File: src/rtl/bdd_pkg.sv
// rtl/bdd_pkg.sv - shared FSM states, record geometry and child-word field offsets
// Child-word offsets are shared with the traversal engine that reads the same RAM.
package bdd_pkg;

  typedef enum logic [2:0] {
    ST_IDLE,
    ST_HDR,
    ST_COEF,
    ST_CHILD,
    ST_CSUM,
    ST_DONE,
    ST_ERR
  } state_e;

  localparam int unsigned COEF_BYTES  = 4;
  localparam int unsigned CHILD_BYTES = 3;
  localparam int unsigned CLASS_BIT   = 8;
  localparam int unsigned CHILD_HALF  = 9;

  localparam int unsigned CHILD_LEFT_LSB  = CHILD_HALF;
  localparam int unsigned CHILD_LEFT_MSB  = 2 * CHILD_HALF - 1;
  localparam int unsigned CHILD_RIGHT_LSB = 0;
  localparam int unsigned CHILD_RIGHT_MSB = CHILD_HALF - 1;

endpackage

File: src/rtl/bdd_byte_packer.sv
// rtl/bdd_byte_packer.sv - MSB-first byte shift-in assembler with a byte counter
// Keeps only the low OUT_W-8 bits; leading bytes beyond OUT_W simply fall off the top.
module bdd_byte_packer #(
  parameter int unsigned NBYTES = 4,
  parameter int unsigned OUT_W  = 32
) (
  input  logic             clk,
  input  logic             rst_n,
  input  logic             clr,
  input  logic             shift_en,
  input  logic [7:0]       byte_in,
  output logic [OUT_W-1:0] word_next,
  output logic             at_last
);

  localparam int unsigned CW = (NBYTES > 1) ? $clog2(NBYTES) : 1;

  logic [OUT_W-9:0] word_q, word_d;
  logic [CW-1:0]    cnt_q, cnt_d;

  assign word_next = {word_q, byte_in};
  assign at_last   = (cnt_q == CW'(NBYTES - 1));

  always_comb begin
    word_d = word_q;
    cnt_d  = cnt_q;
    if (clr) begin
      word_d = '0;
      cnt_d  = '0;
    end else if (shift_en) begin
      word_d = word_next[OUT_W-9:0];
      cnt_d  = at_last ? '0 : cnt_q + CW'(1);
    end
  end

  always_ff @(posedge clk or negedge rst_n) begin
    if (!rst_n) begin
      word_q <= '0;
      cnt_q  <= '0;
    end else begin
      word_q <= word_d;
      cnt_q  <= cnt_d;
    end
  end

endmodule

File: src/rtl/bdd_tree_loader.sv
// rtl/bdd_tree_loader.sv - byte-stream writer for the BDD node-coefficient and child-pointer RAMs
// Optional trailing XOR checksum byte enabled by defining BDD_LOADER_CSUM_EN.
module bdd_tree_loader
  import bdd_pkg::*;
#(
  parameter int unsigned NODE_WIDTH  = 32,
  parameter int unsigned CHILD_WIDTH = 18,
  parameter int unsigned ADDR_WIDTH  = 5,
  parameter int unsigned DEPTH       = 32
) (
  input  logic                  clk,
  input  logic                  rst_n,
  input  logic                  start,
  input  logic [7:0]            in_data,
  input  logic                  in_valid,
  output logic                  in_ready,
  output logic                  node_we,
  output logic [ADDR_WIDTH-1:0] node_addr,
  output logic [NODE_WIDTH-1:0] node_wdata,
  output logic                  child_we,
  output logic [ADDR_WIDTH-1:0] child_addr,
  output logic [CHILD_WIDTH-1:0] child_wdata,
  output logic                  busy,
  output logic                  done,
  output logic                  err,
  output logic [ADDR_WIDTH:0]   node_count
);

  state_e                 state_q, state_d;
  logic [ADDR_WIDTH:0]    count_q, count_d;
  logic [ADDR_WIDTH-1:0]  k_q, k_d;
  logic                   node_we_q, node_we_d;
  logic [ADDR_WIDTH-1:0]  node_addr_q, node_addr_d;
  logic [NODE_WIDTH-1:0]  node_wdata_q, node_wdata_d;
  logic                   child_we_q, child_we_d;
  logic [ADDR_WIDTH-1:0]  child_addr_q, child_addr_d;
  logic [CHILD_WIDTH-1:0] child_wdata_q, child_wdata_d;

  logic                   accept, pack_clr, coef_shift, child_shift;
  logic                   coef_at_last, child_at_last, last_node;
  logic [NODE_WIDTH-1:0]  coef_word;
  logic [CHILD_WIDTH-1:0] child_word;

  assign in_ready    = (state_q == ST_HDR) || (state_q == ST_COEF) ||
                       (state_q == ST_CHILD) || (state_q == ST_CSUM);
  assign busy        = in_ready;
  assign done        = (state_q == ST_DONE);
  assign err         = (state_q == ST_ERR);
  assign accept      = in_valid && in_ready;
  assign pack_clr    = start && ((state_q == ST_IDLE) || (state_q == ST_ERR));
  assign coef_shift  = accept && (state_q == ST_COEF);
  assign child_shift = accept && (state_q == ST_CHILD);
  assign last_node   = ({1'b0, k_q} + {{ADDR_WIDTH{1'b0}}, 1'b1}) == count_q;

  bdd_byte_packer #(.NBYTES(COEF_BYTES), .OUT_W(NODE_WIDTH)) u_coef_packer (
    .clk       (clk),
    .rst_n     (rst_n),
    .clr       (pack_clr),
    .shift_en  (coef_shift),
    .byte_in   (in_data),
    .word_next (coef_word),
    .at_last   (coef_at_last)
  );

  bdd_byte_packer #(.NBYTES(CHILD_BYTES), .OUT_W(CHILD_WIDTH)) u_child_packer (
    .clk       (clk),
    .rst_n     (rst_n),
    .clr       (pack_clr),
    .shift_en  (child_shift),
    .byte_in   (in_data),
    .word_next (child_word),
    .at_last   (child_at_last)
  );

`ifdef BDD_LOADER_CSUM_EN
  logic [7:0] csum_q, csum_d;

  // Every frame byte ahead of the checksum itself, header included.
  always_comb begin
    csum_d = csum_q;
    if (pack_clr) begin
      csum_d = '0;
    end else if (accept && (state_q != ST_CSUM)) begin
      csum_d = csum_q ^ in_data;
    end
  end

  always_ff @(posedge clk or negedge rst_n) begin
    if (!rst_n) begin
      csum_q <= '0;
    end else begin
      csum_q <= csum_d;
    end
  end
`endif

  always_comb begin
    state_d       = state_q;
    count_d       = count_q;
    k_d           = k_q;
    node_we_d     = 1'b0;
    node_addr_d   = node_addr_q;
    node_wdata_d  = node_wdata_q;
    child_we_d    = 1'b0;
    child_addr_d  = child_addr_q;
    child_wdata_d = child_wdata_q;
    case (state_q)
      ST_IDLE, ST_ERR: begin
        if (start) begin
          state_d = ST_HDR;
          k_d     = '0;
        end
      end
      ST_HDR: begin
        if (in_valid) begin
          if ((in_data == 8'd0) || ({1'b0, in_data} > 9'(DEPTH))) begin
            state_d = ST_ERR;
          end else begin
            count_d = (ADDR_WIDTH+1)'(in_data);
            k_d     = '0;
            state_d = ST_COEF;
          end
        end
      end
      ST_COEF: begin
        if (in_valid && coef_at_last) begin
          node_we_d    = 1'b1;
          node_addr_d  = k_q;
          node_wdata_d = coef_word;
          state_d      = ST_CHILD;
        end
      end
      ST_CHILD: begin
        if (in_valid && child_at_last) begin
          child_we_d    = 1'b1;
          child_addr_d  = k_q;
          child_wdata_d = child_word;
          if (last_node) begin
`ifdef BDD_LOADER_CSUM_EN
            state_d = ST_CSUM;
`else
            state_d = ST_DONE;
`endif
          end else begin
            k_d     = k_q + {{(ADDR_WIDTH-1){1'b0}}, 1'b1};
            state_d = ST_COEF;
          end
        end
      end
`ifdef BDD_LOADER_CSUM_EN
      ST_CSUM: begin
        if (in_valid) begin
          state_d = (in_data == csum_q) ? ST_DONE : ST_ERR;
        end
      end
`endif
      ST_DONE: state_d = ST_IDLE;
      default: state_d = ST_IDLE;
    endcase
  end

  always_ff @(posedge clk or negedge rst_n) begin
    if (!rst_n) begin
      state_q       <= ST_IDLE;
      count_q       <= '0;
      k_q           <= '0;
      node_we_q     <= 1'b0;
      node_addr_q   <= '0;
      node_wdata_q  <= '0;
      child_we_q    <= 1'b0;
      child_addr_q  <= '0;
      child_wdata_q <= '0;
    end else begin
      state_q       <= state_d;
      count_q       <= count_d;
      k_q           <= k_d;
      node_we_q     <= node_we_d;
      node_addr_q   <= node_addr_d;
      node_wdata_q  <= node_wdata_d;
      child_we_q    <= child_we_d;
      child_addr_q  <= child_addr_d;
      child_wdata_q <= child_wdata_d;
    end
  end

  assign node_we     = node_we_q;
  assign node_addr   = node_addr_q;
  assign node_wdata  = node_wdata_q;
  assign child_we    = child_we_q;
  assign child_addr  = child_addr_q;
  assign child_wdata = child_wdata_q;
  assign node_count  = count_q;

endmodule
File: config.mk
export PLATFORM = sky130hd
export DESIGN_NAME = bdd_tree_loader
export DESIGN_NICKNAME = d
export VERILOG_FILES = /design/src/rtl/bdd_pkg.sv /design/src/rtl/bdd_byte_packer.sv /design/src/rtl/bdd_tree_loader.sv
export SDC_FILE = /design/constraint.sdc
export NUM_CORES = 1
export LEC_CHECK = 0
export BUFFER_PORTS_ARGS = -buffer_cell sky130_fd_sc_hd__buf_2
export CORE_ASPECT_RATIO = 1.1
export CORE_MARGIN = 3
export CORE_UTILIZATION = 55
export CTS_CLUSTER_SIZE = 20
export DETAILED_ROUTE_END_ITERATION = 7
export PLACE_DENSITY_LB_ADDON = 0.25
export SYNTH_ARGS = -nofsm -noshare
export SYNTH_HDL_FRONTEND = slang
export SYNTH_HIERARCHICAL = 1
export SYNTH_SLANG_ARGS = --single-unit
File: constraint.sdc
create_clock -name clk -period 3.6 [get_ports clk]
set_clock_uncertainty 0.2 [all_clocks]
set_input_delay 0.36 -clock clk [delete_from_list [all_inputs] [get_ports clk]]
set_output_delay 0.36 -clock clk [all_outputs]
set_load 0.01 [all_outputs]
==> results of run 1 <==
layout make-up:
type / instances / share of cell area
clock buffer: 20 / 0.07361
clock inverter: 12 / 0.02978
inverter: 5 / 0.003102
multi-input combinational: 347 / 0.3048
sequential: 114 / 0.4715
tap: 111 / 0.02295
timing repair buffer: 100 / 0.09429
cells by family after synthesis:
logic type / synth area share
simple gates: 0.2190
flops: 0.5694
buf+inv: 0.06418
mux: 0.08791
compound gates: 0.04221
xor+xnor: 0.01224
fa+ha+maj: 0.004994
what timing repair did:
item,4_1_cts,5_1_grt
endpoints found under the hold margin,90,0
endpoints found under the setup margin,0,0
hold buffers,10,0
power by group through the flow:
stage	logic (uW)	clock network, uW	registers [uW]
6_report	1740	1760	2280
5_1_grt	1950	1840	2360
4_1_cts	1760	1770	2280
3_5_place_dp	1710	0	2290
3_3_place_gp	1650	0	2270
2_1_floorplan	1110	0	2300
critical path, delay by kind of cell:
kind                   cells  cell delay, ns
buffers and inverters      2            0.70
multiplexers               1            0.36
AND/OR/NAND/NOR            3            1.52
AO/OA/AOI/OAI              1            0.19
stage by stage:
| step | instance area (um^2) | utilization | setup slack [ns] | hold slack, ns | instances |
|---|---|---|---|---|---|
| 6_report | 6051 | 0.7014 | 0.6506 | 0.1079 | 709 |
| 5_1_grt | 6051 | 0.7014 | 0.5172 | 0.1176 | 709 |
| 4_1_cts | 6051 | 0.7014 | 0.6657 | 0.08846 | 709 |
| 3_5_place_dp | 5325 | 0.6173 | 0.6914 | 0.2575 | 667 |
| 3_3_place_gp | 5325 | 0.6173 | 0.7440 | 0.2477 | 667 |
| 2_1_floorplan | 5010 | - | 0.9753 | -0.1356 | 514 |
cells in the final DEF (no fill, tap or decap), drive strengths merged, types with 2 or more instances in the layout:
cell type    count
nand2          192
dfrtp          114
buf             90
nor2            41
mux2i           35
clkbuf          20
dlygate4sd3     10
o21ai            7
xnor2            6
nand3            6
mux2             6
inv              6
a21oi            5
nor2b            5
clkinvlp         5
a22oi            4
bufinv           4
nand2b           3
nor3             3
nand3b           2
or3              2
nor3b            2
or4              2
a21o             2
ha               2
clkinv           2
metal layers:
metal  track usage  up-vias  part of all wire
met1        0.2982     1867              0.42
met3       0.06168       17             0.060
li1              -     1782                 -
met5             0        -                 0
met2        0.4038      134              0.51
met4       0.08124        0             0.012
final timing paths:
path	start	end	slack (ns)
setup / recovery	in_data[0]	node_count[3]	0.65
hold / removal	in_valid	state_q[1]	0.11
setup reg to reg	k_q[2]	k_q[1]	0.69
hold reg to reg	child_addr[1]	child_addr[1]	0.27
max in group asynchronous	rst_n	node_wdata[4]	2.03
min in group asynchronous	rst_n	node_addr[3]	0.29
registers in the layout (all words and copies together) (netlist names):
signal,cells
node_count,6
u_child_packer/cnt_q,2
state_q,3
node_we,1
k_q,5
u_coef_packer/word_q,24
child_wdata,18
u_child_packer/word_q,10
node_addr,5
child_we,1
u_coef_packer/cnt_q,2
child_addr,5
node_wdata,32
==> flow_summary.json, run 1 <==
{
  "gr-total-overflow": 0,
  "r2r_cells": 6,
  "status": "completed",
  "syn_nets": 528,
  "yosys-top-cells-count": "nand2_1 (192), dfrtp_1 (114), nor2_1 (40)",
  "vias": 3800,
  "io-pin-count": 84,
  "clk_pin_slew_ns": 0.06,
  "cap_violations": 0,
  "gp_congestion": 0.8291,
  "dr.pass1.iters": 4,
  "ys_dominant_reg_cell": "dfrtp_1",
  "grt_max_degree": 69,
  "cp_max_fo": 6,
  "critical_path_class": "primary input to flop",
  "power_density_nw_per_um2": 954.8,
  "drcViolationCount": 0,
  "start_util": 0.5807,
  "postCtsSetupBuffers": 0,
  "vdd_drop_max_mv": 0.4928,
  "synth_top_area_frac": 0.5694,
  "period_needed_ns": 2.949,
  "ant_nets": 0,
  "total_power_uw": 5777,
  "start_kind": "primary input",
  "tns_ns": 0,
  "swShare": 0.3493,
  "power.clock.fraction": 0.304,
  "h-tree-depth": 4,
  "via_per_inst": 5.360,
  "yosysUniqueCellTypes": 50,
  "grt_pass1_vias": 3958,
  "fp.dieArea_um2": 10290,
  "core-area_um2": 8627,
  "yosys_warnings": 6,
  "drtIter0Drc": 237,
  "combPwrFrac": 0.301,
  "syn_to_final_growth_pct": 20.78,
  "finalNetCount": 599,
  "antenna_cells": 0,
  "async_reset_ff_frac": 1.000,
  "rsz0062_at_grt": "no",
  "yosys-top-cells-area": "dfrtp_1 (57%), nand2_1 (14%), mux2i_1 (7.0%), nor2_1 (3.0%), buf_4 (2.8%)",
  "multi_input_area_um2": 1844,
  "die_y_um": 106.1,
  "min_path_cells": 3,
  "insertion_delay_ns": 0.52,
  "numPortBuffers": 83,
  "setup_viol": 0,
  "ctsResizeCount": 0,
  "seqPwrFrac": 0.395,
  "tightest_slew_ns": 1.241,
  "cpMostUsedCell": "or4_1",
  "antenna_found_initial": 0,
  "power_switching_uw": 2018,
  "path_cells": "dlygate4sd3_1 -> buf_2 -> or4_1 -> o21a_1 -> or4_1 -> or3_1 -> mux2_4",
  "grt_usage": 0.2384,
  "wl_mm": 11.56,
  "cts_buffer_depth": 2,
  "internal_power_uw": 3759,
  "hold_viol": 0,
  "rows": 35,
  "p_leak_uw": 0.003227,
  "cts_tree": "yes",
  "numCtsBuffers": 17,
  "hpwl_mm": 7.228,
  "syn_area_um2": 5010,
  "synth_top_area_cell": "dfrtp_1",
  "slew_headroom": 0.1642,
  "fmax_ghz": 0.3391,
  "regArea_um2": 2853,
  "synth_seq_area_share": 0.5694,
  "grt_pass1_wl_mm": 19.64,
  "post-synth-top-count-cell": "nand2_1",
  "numClockSinks": 114,
  "cts_root_buf": "clkbuf_8",
  "num-fill-cells": 639,
  "end_kind": "flop",
  "final_max_slew_viol_count": 0,
  "cpMaxStageDelayCell": "dlygate4sd3_1",
  "crit_required_ns": 3.80,
  "arrival_ns": 3.14,
  "hp-class": "primary input to flop",
  "slowest_delay_ns": 0.53,
  "die_w_um": 97,
  "fin_crit_sh": 0.8193,
  "syn_inst": 514,
  "syn_area_per_cell_um2": 9.747,
  "synth_edf_count": 0,
  "wl_per_cell_um": 16.31,
  "synth_seq_cells": 114,
  "final_layout_size_suffix_gt1_frac": 0.2207
}
(Power assumes the default switching activity.)
==> inputs of run 2 (changes only) <==
CORE_UTILIZATION = 51   (was 55)
clock period = 2.7 ns   (was 3.6 ns; I/O delays follow)
==> run 2 against run 1 <==
Hold slack worse by 0.040 ns; non-clock buffer count is 10 higher; clock power grew 36%; first-iteration DRC count is 0.42% higher; largest cell class unchanged; worst setup slack got worse by 0.31 ns.
==> flow_summary.json, run 2 (synthesis gave the netlist of run 1 again) <==
{
  "status": "completed",
  "wl_per_cell_um": 16.07,
  "internal_power_uw": 5124,
  "period_needed_ns": 2.360,
  "hp-class": "primary input to flop",
  "antenna_cells": 0,
  "largest_reg_flops": 32,
  "power_switching_uw": 2641,
  "end_kind": "flop",
  "slowest_delay_ns": 0.56,
  "combPwrFrac": 0.303,
  "hold_viol": 0,
  "arrival_ns": 2.54,
  "tightest_slew_ns": 0.6724,
  "grt_pass1_vias": 3770,
  "power_density_nw_per_um2": 1260,
  "grt_usage": 0.2231,
  "fin_crit_sh": 0.8740,
  "gr-total-overflow": 0,
  "grt_pass1_wl_mm": 18.92,
  "syn_to_final_growth_pct": 22.98,
  "numPortBuffers": 83,
  "p_leak_uw": 0.003302,
  "cts_tree": "yes",
  "start_util": 0.5305,
  "hpwl_mm": 7.633,
  "power.clock.fraction": 0.308,
  "final_cell_mix": "nand2_1 (192), dfrtp_1 (114), buf_2 (82)",
  "core-area_um2": 9444,
  "gp_congestion": 0.8444,
  "cap_violations": 0,
  "final_common_cell": "nand2_1",
  "vias": 3781,
  "vdd_drop_max_mv": 0.6674,
  "fp.dieArea_um2": 11050,
  "path_cells": "dlygate4sd3_1 -> buf_2 -> o21a_1 -> or4_1 -> or3_1 -> mux2_4",
  "fmax_ghz": 0.4237,
  "rows": 37,
  "via_per_inst": 5.230,
  "final_layout_size_suffix_gt1_frac": 0.2310,
  "die_y_um": 110.0,
  "cpMaxStageDelayCell": "dlygate4sd3_1",
  "cts_buffer_depth": 2,
  "drtIter0Drc": 238,
  "cts_root_buf": "clkbuf_8",
  "slew_headroom": 0.5517,
  "dr.pass1.iters": 7,
  "ctsResizeCount": 0,
  "setup_viol": 0,
  "swShare": 0.3401,
  "hold_slack_ns": 0.06771,
  "wl_mm": 11.62,
  "grt_max_degree": 53,
  "dp.cells": 683,
  "drcViolationCount": 0,
  "io-pin-count": 84,
  "critical_path_class": "primary input to flop",
  "cp_max_fo": 7,
  "crit_required_ns": 2.88,
  "die_w_um": 100.5,
  "antenna_found_initial": 0,
  "seqPwrFrac": 0.389,
  "h-tree-depth": 4,
  "tns_ns": 0,
  "stdcell_count": 723,
  "numCtsBuffers": 17,
  "rsz0062_at_grt": "no",
  "finalNetCount": 609,
  "numClockSinks": 114,
  "insertion_delay_ns": 0.51,
  "ant_nets": 0,
  "clk_pin_slew_ns": 0.05,
  "final_max_slew_viol_count": 0,
  "start_kind": "primary input"
}
==> run 2: cell count changes in the layout (fill, tap and decap cells not counted) <==
| cell | change |
|---|---|
| buf_12 | +2 |
| buf_4 | +8 |
| bufinv_16 | +1 |
| clkinv_2 | +2 |
| clkinv_4 | +1 |
| clkinvlp_4 | -5 |
| inv_6 | -1 |
==> run 2: through the flow <==
stage                     setup slack [ns]  utilization  instance area [um^2]  power, uW
final                               0.3401       0.6524                  6161       7765
after global routing                0.1577       0.6524                  6161       8251
after CTS                           0.3558       0.6524                  6161       7821
after detailed placement           -0.1163       0.5753                  5433       5385
after global placement            -0.09204       0.5753                  5433       5259
after floorplan                     0.1653            -                  5010       4543
==> run 2: worst max-delay path: cells and delay by family <==
kind / cells / cell delay [ns]
compound gates: 1 / 0.20
simple gates: 2 / 0.98
mux: 1 / 0.35
buf+inv: 2 / 0.74
==> run 2: repair_timing <==
action                                  CTS  global route
endpoints found under the setup margin    0             0
endpoints found under the hold margin    88             0
buffers inserted                          0             0
hold buffers                             10             0
==> run 2: path summary, 6_finish.rpt <==
kind,start,end,slack (ns),cells past startpoint
setup / recovery,in_data[4],node_count[2],0.34,6
hold / removal,in_valid,state_q[1],0.07,3
setup reg to reg,k_q[2],state_q[2],0.34,7
hold reg to reg,child_wdata[17],child_wdata[17],0.26,2
max in group asynchronous,rst_n,node_wdata[8],1.40,3
min in group asynchronous,rst_n,node_addr[1],0.13,2
==> run 2: layer usage <==
layer	vias to the layer above	track usage	wire length, um
li1	1800	-	-
met1	1841	0.2909	4900
met2	118	0.3556	5860
met3	22	0.04949	593
met4	0	0.1049	261
met5	-	0	0
==> run 2: final cells by class <==
class | count | area, um^2
Fill cell | 779 | 3283
Sequential cell | 114 | 2853
Multi-Input combinational cell | 347 | 1844
Timing Repair Buffer | 110 | 670.6
Clock buffer | 20 | 445.4
Clock inverter | 10 | 182.7
Tap cell | 117 | 146.4
Inverter | 5 | 18.77
==> run 2: power groups by stage <==
stage	clock network [uW]	logic, uW	registers [uW]
3_5_place_dp	0	2360	3020
6_report	2390	2360	3020
5_1_grt	2500	2640	3110
4_1_cts	2410	2390	3020
2_1_floorplan	0	1480	3060
3_3_place_gp	0	2260	3000
==> inputs of run 3 (changes only) <==
CELL_PAD_IN_SITES_DETAIL_PLACEMENT = 1   (was not set)
CELL_PAD_IN_SITES_GLOBAL_PLACEMENT = 2   (was not set)
CORE_UTILIZATION = 31   (was 51)
==> run 3 against run 2 <==
Critical path type unchanged; clock power decreased by 3%; sequential power is 2% lower; fmax is 4.6% lower; routed wire length up 14%; via count grew 1.7%; critical endpoint is now node_count[0]; worst setup slack worse by 0.11 ns; count of clock-buffer cells in the layout grew 2; utilization down 26 points; combinational power grew 4%.
==> flow_summary.json, run 3 (synthesis gave the netlist of run 1 again) <==
{
  "crit_required_ns": 2.79,
  "cp_max_fo": 7,
  "power_switching_uw": 2684,
  "path_cells": "dlygate4sd3_1 -> buf_2 -> o21a_1 -> or4_1 -> or3_1 -> mux2_4",
  "die_w_um": 127.2,
  "slew_headroom": 0.5816,
  "tightest_slew_ns": 0.6276,
  "numPortBuffers": 83,
  "fin_ws_ns": 0.2256,
  "grt_max_degree": 46,
  "use_met1": 0.1928,
  "fin_crit_sh": 0.9164,
  "fp.dieArea_um2": 17720,
  "final_core_utilization": 0.3961,
  "arrival_ns": 2.57,
  "hold_buffers": 6,
  "ant_nets": 0,
  "gp_congestion": 0.8190,
  "numClockSinks": 114,
  "status": "completed",
  "cts_tree": "yes",
  "met2_usage": 0.2611,
  "grt_usage": 0.1567,
  "cpMaxStageDelayCell": "dlygate4sd3_1",
  "slowest_delay_ns": 0.53,
  "num-fill-cells": 1835,
  "dp_slack_ns": -0.1339,
  "vdd_drop_max_mv": 0.4557,
  "cap_violations": 0,
  "antenna_found_initial": 0,
  "rsz0062_at_grt": "no",
  "path_delay_family": "simple AND/OR/NAND/NOR gates",
  "io-pin-count": 84,
  "ctsResizeCount": 0,
  "grt_pass1_vias": 4035,
  "postCtsSetupBuffers": 0,
  "clk_pin_slew_ns": 0.05,
  "seqPwrFrac": 0.383,
  "via_per_inst": 4.746,
  "p_leak_uw": 0.003304,
  "start_kind": "primary input",
  "hold_viol": 0,
  "antenna_cells": 0,
  "core-area_um2": 15800,
  "swShare": 0.3459,
  "power.clock.fraction": 0.299,
  "vias": 3844,
  "min_path_cells": 4,
  "cts_root_buf": "clkbuf_16",
  "critical_path_class": "primary input to flop",
  "grt_pass1_wl_mm": 21.73,
  "numCtsBuffers": 17,
  "power_density_nw_per_um2": 1240,
  "rows": 48,
  "fmax_ghz": 0.4041,
  "critPathBufInv": 2,
  "syn_to_final_growth_pct": 24.88,
  "dr.pass1.iters": 4,
  "hpwl_mm": 9.014,
  "final_cell_mix": "nand2_1 (192), dfrtp_1 (114), buf_2 (82)",
  "gr-total-overflow": 0,
  "end_kind": "flop",
  "final_max_slew_viol_count": 0,
  "grt.met3_usage": 0.04760,
  "start_util": 0.3172,
  "wl_per_cell_um": 16.35,
  "drtIter0Drc": 142,
  "setup_viol": 0,
  "insertion_delay_ns": 0.41,
  "hp-class": "primary input to flop",
  "period_needed_ns": 2.474,
  "busiest_layer": "met2",
  "largest_reg_flops": 32,
  "die_y_um": 139.3,
  "h-tree-depth": 4,
  "wl_mm": 13.24,
  "internal_power_uw": 5074,
  "cp.depth": 6,
  "combPwrFrac": 0.318,
  "drcViolationCount": 0,
  "final_layout_size_suffix_gt1_frac": 0.2426,
  "finalNetCount": 611,
  "cts_buffer_depth": 2,
  "r2r_cells": 7,
  "final_common_cell": "nand2_1"
}
## run 3: cell types whose count changed in the layout (fill, tap and decap cells not counted), sizes merged
| cell | change |
|---|---|
| bufinv | -2 |
| buf | +6 |
| dlygate4sd3 | -4 |
| clkinvlp | +2 |
| clkbuf | +2 |
## run 3: final cells by class
type | instances | area, um^2 | share of cell area
multi-input cells | 347 | 1844 | 0.2948
well taps | 200 | 250.2 | 0.04000
repair buffers | 112 | 675.6 | 0.1080
clock inverters | 10 | 130.1 | 0.02080
inverters | 5 | 18.77 | 0.003000
flip-flops and latches | 114 | 2853 | 0.4560
clock buffers | 22 | 484.2 | 0.07740
## run 3: worst min-delay path, cell delays in order
cell	delay [ns]
buf_2	0.09
buf_4	0.15
nand2_1	0.06
nand2_1	0.05
## run 3: metrics by stage
step           hold slack, ns  instances  cell area (um^2)  TNS [ns]  power (uW)
3_3_place_gp           0.1354        772              5582   -0.4191        5405
3_5_place_dp           0.1414        772              5582   -0.7675        5508
5_1_grt               0.05193        810              6256         0        8321
6_report              0.04716        810              6256         0        7758
2_1_floorplan         -0.2256        514              5010         0        4543
4_1_cts               0.03265        810              6256         0        7887
## run 3: power by group through the flow
stage | clock network (uW) | registers (uW) | logic (uW)
final | 2320 | 2970 | 2460
after global routing | 2460 | 3090 | 2770
after CTS | 2370 | 2990 | 2520
after detailed placement | 0 | 3010 | 2500
after global placement | 0 | 2990 | 2420
after floorplan | 0 | 3060 | 1480
## run 3: worst paths after layout
kind | from | end | slack (ns)
min in group asynchronous | rst_n | node_addr[0] | 0.22
hold reg to reg | node_addr[1] | node_addr[1] | 0.27
max in group asynchronous | rst_n | child_wdata[7] | 1.39
setup / recovery | in_data[4] | node_count[0] | 0.23
setup reg to reg | k_q[0] | k_q[1] | 0.30
hold / removal | in_data[3] | child_wdata[3] | 0.05
## run 3: per-layer routing
metal,share of wire,vias up
li1,-,1814
met1,0.44,1929
met2,0.50,81
met3,0.041,20
met4,0.017,0
met5,0,-
